--- config.mk ---
export PLATFORM = sky130hd
export DESIGN_NAME = cic_stream_sink
export DESIGN_NICKNAME = d
export VERILOG_FILES = /design/src/rtl/cic_stream_sink.sv
export SDC_FILE = /design/constraint.sdc
export NUM_CORES = 1
export LEC_CHECK = 0
export ABC_CLOCK_PERIOD_IN_PS = 3700
export CAP_MARGIN = 20
export CORE_UTILIZATION = 58
export DETAILED_ROUTE_END_ITERATION = 10
export GPL_TIMING_DRIVEN = 0
export PLACE_DENSITY = 0.79
export SLEW_MARGIN = 20
export SYNTH_ARGS = -nofsm -noshare
export SYNTH_HDL_FRONTEND = slang
export SYNTH_SLANG_ARGS = --single-unit
--- constraint.sdc ---
create_clock -name clk -period 3.7 [get_ports clk]
set_input_delay 0.74 -clock clk [delete_from_list [all_inputs] [get_ports clk]]
set_output_delay 0.74 -clock clk [all_outputs]
set_load 0.005 [all_outputs]
--- src/rtl/cic_stream_sink.sv ---
// cic_stream_sink: consumer end of the CIC output interface.
// Rounds away the CIC bit growth (arithmetic right shift), saturates to
// OUT_WIDTH and buffers the results in a first-word-fall-through FIFO that
// feeds a valid/ready stream. The CIC is never stalled: a sample that meets a
// full FIFO is dropped and reported through the sticky overflow flag.
// Build option: define CIC_SINK_CONV_ROUND_EN for convergent (half-to-even)
// rounding; without it rounding is round-half-up.
module cic_stream_sink #(
    parameter int IN_WIDTH  = 22,
    parameter int OUT_WIDTH = 16,
    parameter int SHIFT     = 6,
    parameter int DEPTH     = 8
) (
    input  logic                    clk,
    input  logic                    rst,
    input  logic [IN_WIDTH-1:0]     din,
    input  logic                    din_valid,
    output logic [OUT_WIDTH-1:0]    m_data,
    output logic                    m_valid,
    input  logic                    m_ready,
    output logic [$clog2(DEPTH):0]  level,
    output logic                    overflow,
    output logic                    sat_flag,
    input  logic                    clr
);
    localparam int AW = $clog2(DEPTH);
    localparam int LW = AW + 1;
    // One guard bit keeps the rounding addition from wrapping.
    localparam int RW = IN_WIDTH + 1;

    localparam logic [LW-1:0]        FULL_LEVEL = LW'(DEPTH);
    localparam logic signed [RW-1:0] SAT_MAX    = {{(RW-OUT_WIDTH+1){1'b0}}, {(OUT_WIDTH-1){1'b1}}};
    localparam logic signed [RW-1:0] SAT_MIN    = ~SAT_MAX;

    logic signed [RW-1:0]  din_ext;
    logic signed [RW-1:0]  rnd;

    logic                  s1_valid_q, s1_valid_d;
    logic signed [RW-1:0]  s1_data_q,  s1_data_d;
    logic                  s2_valid_q, s2_valid_d;
    logic [OUT_WIDTH-1:0]  s2_data_q,  s2_data_d;
    logic                  s2_sat_q,   s2_sat_d;

    logic [AW-1:0]         wr_ptr_q, wr_ptr_d;
    logic [AW-1:0]         rd_ptr_q, rd_ptr_d;
    logic [LW-1:0]         level_q,  level_d;
    logic                  overflow_q, overflow_d;
    logic                  sat_flag_q, sat_flag_d;

    logic [OUT_WIDTH-1:0]  mem [DEPTH];

    logic                  full;
    logic                  pop;
    logic                  wr_en;
    logic                  drop;

    assign din_ext = {din[IN_WIDTH-1], din};

    // Rounding shifter; a zero shift passes the word straight through.
    generate
        if (SHIFT == 0) begin : g_no_shift
            assign rnd = din_ext;
        end else begin : g_shift
            localparam logic [RW-1:0] HALF = RW'(1) << (SHIFT - 1);
            localparam logic [RW-1:0] MASK = (RW'(1) << SHIFT) - RW'(1);
            logic signed [RW-1:0] sum;
            logic signed [RW-1:0] up;
            assign sum = din_ext + HALF;
            assign up  = sum >>> SHIFT;
`ifdef CIC_SINK_CONV_ROUND_EN
            // An exact half rounded up lands on an odd value: step back to the even one.
            logic tie;
            assign tie = ((din_ext & MASK) == HALF);
            assign rnd = (tie && up[0]) ? (up - RW'(1)) : up;
`else
            assign rnd = up;
`endif
        end
    endgenerate

    // S1 captures the rounded word, S2 clips it to the output range.
    always_comb begin
        s1_valid_d = din_valid;
        s1_data_d  = din_valid ? rnd : s1_data_q;
        s2_valid_d = s1_valid_q;
        s2_data_d  = s2_data_q;
        s2_sat_d   = s2_sat_q;
        if (s1_valid_q) begin
            if (s1_data_q > SAT_MAX) begin
                s2_data_d = SAT_MAX[OUT_WIDTH-1:0];
                s2_sat_d  = 1'b1;
            end else if (s1_data_q < SAT_MIN) begin
                s2_data_d = SAT_MIN[OUT_WIDTH-1:0];
                s2_sat_d  = 1'b1;
            end else begin
                s2_data_d = s1_data_q[OUT_WIDTH-1:0];
                s2_sat_d  = 1'b0;
            end
        end
    end

    // FIFO control: a pop in the same cycle makes room for a write at full.
    always_comb begin
        full       = (level_q == FULL_LEVEL);
        pop        = m_valid & m_ready;
        wr_en      = s2_valid_q & (~full | pop);
        drop       = s2_valid_q & full & ~pop;
        wr_ptr_d   = wr_en ? (wr_ptr_q + AW'(1)) : wr_ptr_q;
        rd_ptr_d   = pop ? (rd_ptr_q + AW'(1)) : rd_ptr_q;
        level_d    = level_q;
        if (wr_en && !pop) begin
            level_d = level_q + LW'(1);
        end else if (!wr_en && pop) begin
            level_d = level_q - LW'(1);
        end
        // Set events take priority over a clear in the same cycle.
        overflow_d = clr ? 1'b0 : overflow_q;
        if (drop) begin
            overflow_d = 1'b1;
        end
        sat_flag_d = clr ? 1'b0 : sat_flag_q;
        if (wr_en && s2_sat_q) begin
            sat_flag_d = 1'b1;
        end
    end

    // State registers; reset discards everything in flight.
    always_ff @(posedge clk or negedge rst) begin
        if (!rst) begin
            s1_valid_q <= 1'b0;
            s1_data_q  <= '0;
            s2_valid_q <= 1'b0;
            s2_data_q  <= '0;
            s2_sat_q   <= 1'b0;
            wr_ptr_q   <= '0;
            rd_ptr_q   <= '0;
            level_q    <= '0;
            overflow_q <= 1'b0;
            sat_flag_q <= 1'b0;
        end else begin
            s1_valid_q <= s1_valid_d;
            s1_data_q  <= s1_data_d;
            s2_valid_q <= s2_valid_d;
            s2_data_q  <= s2_data_d;
            s2_sat_q   <= s2_sat_d;
            wr_ptr_q   <= wr_ptr_d;
            rd_ptr_q   <= rd_ptr_d;
            level_q    <= level_d;
            overflow_q <= overflow_d;
            sat_flag_q <= sat_flag_d;
        end
    end

    // Storage array; contents need no reset because level gates the output.
    always_ff @(posedge clk) begin
        if (wr_en) begin
            mem[wr_ptr_q] <= s2_data_q;
        end
    end

    assign m_valid  = (level_q != '0);
    assign m_data   = m_valid ? mem[rd_ptr_q] : '0;
    assign level    = level_q;
    assign overflow = overflow_q;
    assign sat_flag = sat_flag_q;

endmodule
Word level (Yosys, flattened, before mapping)
Memory sizes are Yosys's and may differ from the RTL's.
Cells that the tools add are included.
- add/sub/neg operators: 5
- magnitude comparators: 2
- equal/unequal tests: 1
- multiplexer cells: 12
- bitwise gates (word level): 7
- reduce and logical (&&, ||, !) cells: 9
- operators with widths (operator ; number):
    $mux 16 ; 3
    $add 22x7->23 const B ; 1
    $gt 17x16->1 const B ; 1
    $lt 17x16->1 const B ; 1
    $mux 4 ; 2
    $mux 1 ; 7
    $add 3x1->3 const B ; 2
    $reduce_bool 2->1 ; 3
    $add 4x1->4 const B ; 1
    $and 1x1->1 ; 4
    $eq 4x4->1 const B ; 1
    $reduce_bool 4->1 ; 1
    $sub 4x1->4 const B ; 1
    $logic_and 1x1->1 ; 3
    $logic_not 1->1 ; 2
    $not 1->1 ; 2
    $or 1x1->1 ; 1
- register bits after elaboration: 48
- RAM bits: 128
- bits of input ports: 27
- output and inout port bits: 23
- word-level logic and storage cells: 47
- memories: 1
- memories (memory ; words ; width ; read ports ; clocked after memory_dff ; write ports ; RTL line ; source):
    mem ; 8 ; 16 ; 1 ; 0 ; 1 ; 50 ; logic [OUT_WIDTH-1:0] mem [DEPTH];

Depth between registers and ports, before layout
- depth after elaboration: 8
- depth in mapped cells: 10
- depth with buffers taken out: 10

Worst setup path before layout
Ideal clock, no wire load.
- path kind: input to register
- from: input m_ready
- to: memory mem[1][0], enable pin
- setup time: 0.409 ns
- data arrival time: 2.546 ns
- data required time: 3.291 ns
- setup slack: 0.744 ns
- stages on the path: 4
- path buffers: 0
- cells stage by stage: inv_1 -> a31oi_1 -> nand2_1 -> nor3_1
- cells in the longest elaborated chain, start to end: 5
- RTL lines (element ; RTL line ; source):
    from (decl) ; 20 ; input logic m_ready,
    $and 1x1->1 ; 105 ; pop = m_valid & m_ready;
    $or 1x1->1 ; 106 ; wr_en = s2_valid_q & (~full | pop);
    $and 1x1->1 ; 106 ;
    via wr_en ; 54 ; logic wr_en;
    $mux 1 ; 156 ; if (wr_en) begin
    $mux 1 (implied by the code) ; 157 ; mem[wr_ptr_q] <= s2_data_q;
    to (decl) ; 50 ;
The timed path passes the listed nets, and every way through them passes these cells.

Worst setup path in the final report
- from: register rd_ptr_q[1]
- to: output m_data[12]
- cells in the longest elaborated chain, start to end: 2
- RTL lines (element ; RTL line ; source):
    from (decl) ; 45 ; logic [AW-1:0] rd_ptr_q, rd_ptr_d;
    from (signal assigned) ; 147 ; rd_ptr_q <= rd_ptr_d;
    $mem_v2 8x16 ; -- ;
    $mux 16 ; 162 ; assign m_data = m_valid ? mem[rd_ptr_q] : '0;
    to (decl) ; 18 ; output logic [OUT_WIDTH-1:0] m_data,
Every way passes these cells.

==> reports/results.ini <==
[status]
outcome = complete, no violations

[power]
leakagePower_nw = 2.97
peakVddDrop_uv = 361
powerDensity_nw_per_um2 = 754

[cells_and_area]
fillers = 790
drive_above_1_share = 0.213
syn2layout_area_growth_pct = 19.2
nets = 535
antennaDiodeCount = 0
design_area_um2 = 8660
layout_common_cells = 128 x edfxtp_1, 48 x dfrtp_1, 43 x clkdlybuf4s50_1
final_common_cell = edfxtp_1

[sta]
slew_headroom = 0.527
period_minus_slack_ns = 3.60
fin_skew_ns = 0.00922
post-route-period-util = 0.974
holdWs_ns = 0.327
fmax_mhz = 277
setup_viol = 0
drv_slew = 0
hold_violations = 0
grt_setup_unrepaired = false
tightest_slew_ns = 0.708

[critical_path]
critical_path_class = register to output pin
reg2regPathDepth = 9
cp_data_arrival_time_ns = 2.86
r2r_slack_ns = 0.66
cp-start-kind = register
cp.required_ns = 2.96
critPathMaxFanout = 10
reg2reg_from = level[3]$_DFFE_PN0P_
crit_path_start = rd_ptr_q[1]$_DFFE_PN0N_
crit_path_end = m_data[12]
cp-end-kind = output pin
timing.rr.end = level[3]$_DFFE_PN0P_

[cts]
clockRootBuffer = clkbuf_16
ctsHoldBuffers = 0
clkTransAtPathRegs_ns = 0.06
clk_latency_ns = 0.42
cts_buffer_depth = 2
cts_htree_levels = 4
cts_tree = built
numClockSinks = 176
cts_made_buffers = 17

[route]
dr.pass1.iters = 4
routed_wl_um = 14300
vias = 3953
drt_iter0_markers = 246
ant_nets = 0
post-route-drc-count = 0
routed_via_density = 5.81
wl_per_cell_um = 21.1

[global_routing]
overflow = 0
grt_max_degree = 27
grt_pass1_vias = 4049
grt_use_total = 0.244
grt_pass1_wl_um = 22400
antenna_found_initial = 0

[floorplan]
io_pins = 50
die_x_um = 114
die_h_um = 114
initial_core_util = 0.600
dieArea_um2 = 13000
fp.coreArea_um2 = 12100
rows = 40

[logic_synthesis]
synth_seq_cells = 176
syn_nets = 462
synth_edf_count = 128
synth_cell_type_count = 38
ys_seq_area_frac = 0.694
syn-mean-instance-area_um2 = 17.0
async_flop_share = 0.273
synth_area_um2 = 7270
yosysWarningCount = 0
synth_flop_cell = edfxtp_1
postSynthCellCount = 428

[place]
dpl_cell_area_um2 = 8070
gp_congestion = 0.779
dp_hpwl_um = 9270
port_buffers = 44

[hold_path]
hold_path.class = input port to asynchronous set/reset pin

[run]
drv_cap = 0

Yosys cell counts (all sizes together) (2+ instances only):
cell,instances,area share
clkbuf,16,0.0083
maj3,15,0.021
nand3,7,0.0048
xor2,7,0.0084
buf,5,0.0031
and3,2,0.0019
inv,6,0.0031
nand2b,3,0.0026
dfrtp,48,0.17
ha,6,0.010
nand4,5,0.0064
xnor2,14,0.017
nor3,9,0.0062
nand2,12,0.0062
edfxtp,128,0.53
a21oi,16,0.011
mux2i,17,0.023
a31oi,2,0.0017
mux2,20,0.031
mux4,32,0.099
o21ai,5,0.0034
nor2,39,0.020
nor4,3,0.0034
power breakdown:
group	switching, W	internal (W)	leakage (nW)
Combinational	0.000935	0.00108	1.01
Clock	0.000692	0.00104	0.263
Sequential	0.000254	0.00252	1.70
Total	0.00188	0.00465	2.97
logic make-up after synthesis:
kind of cell / Yosys count / synth area share
buf+inv: 28 / 0.0150
mux: 69 / 0.154
simple gates: 84 / 0.0563
fa+ha+maj: 22 / 0.0337
xor+xnor: 21 / 0.0253
compound gates: 28 / 0.0219
flops: 176 / 0.694
repair_timing:
action | 4_1_cts | 5_1_grt
pin swaps | 0 | 0
setup buffers | 0 | 0
resized for setup | 5 | 3
endpoints found under the setup margin | 5 | 10
how the worst min path moves through the flow:
stage / end / cells past startpoint
2_1_floorplan: s2_valid_q$_DFF_PN0_ / 0
3_3_place_gp: s2_valid_q$_DFF_PN0_ / 0
3_5_place_dp: s2_valid_q$_DFF_PN0_ / 0
4_1_cts: level[2]$_DFFE_PN0P_ / 1
5_1_grt: overflow$_DFFE_PN0P_ / 1
6_report: level[2]$_DFFE_PN0P_ / 1
state kept, by name, summed over array words and instances (netlist names):
signal	flops
sat_flag	1
s2_data_q	16
overflow	1
s1_data_q	17
s1_valid_q	1
rd_ptr_q	3
mem	128
wr_ptr_q	3
level	4
s2_valid_q	1
s2_sat_q	1
through the flow:
| stage | setup slack, ns | TNS (ns) | power (W) | std cells | util |
|---|---|---|---|---|---|
| after global placement | -0.965 | -38.69 | 0.00463 | 640 | 0.654 |
| after CTS | 0.0393 | 0 | 0.00656 | 681 | 0.715 |
| after floorplan | 0.744 | 0 | 0.00389 | 428 | - |
| final | 0.0962 | 0 | 0.00653 | 680 | 0.715 |
| after global routing | 0.0151 | 0 | 0.00683 | 680 | 0.715 |
| after detailed placement | 0.187 | 0 | 0.00478 | 651 | 0.666 |
critical path, stage by stage, from the launching register on:
cell	delay, ns
dfrtp_1	0.35
clkbuf_1	0.32
clkbuf_1	0.58
mux4_2	0.42
mux2i_1	0.23
nor2_1	0.07
clkdlybuf4s50_1	0.47
per-layer routing:
layer  track usage  part of all wire
met5             0                 0
met3        0.0558             0.050
met2         0.404              0.53
met4        0.0952             0.016
met1         0.317              0.40
layout make-up:
class                      instances  area, um^2  area share
clock inverter                    12         145      0.0168
buffer                            20        90.1      0.0104
tap                              168         210      0.0243
multi-input combinational        224        2150       0.248
timing repair buffer              55         568      0.0656
clock buffer                      18         429      0.0496
inverter                           7        26.3     0.00303
sequential                       176        5040       0.582
Power figures use the tool's default switching activity.
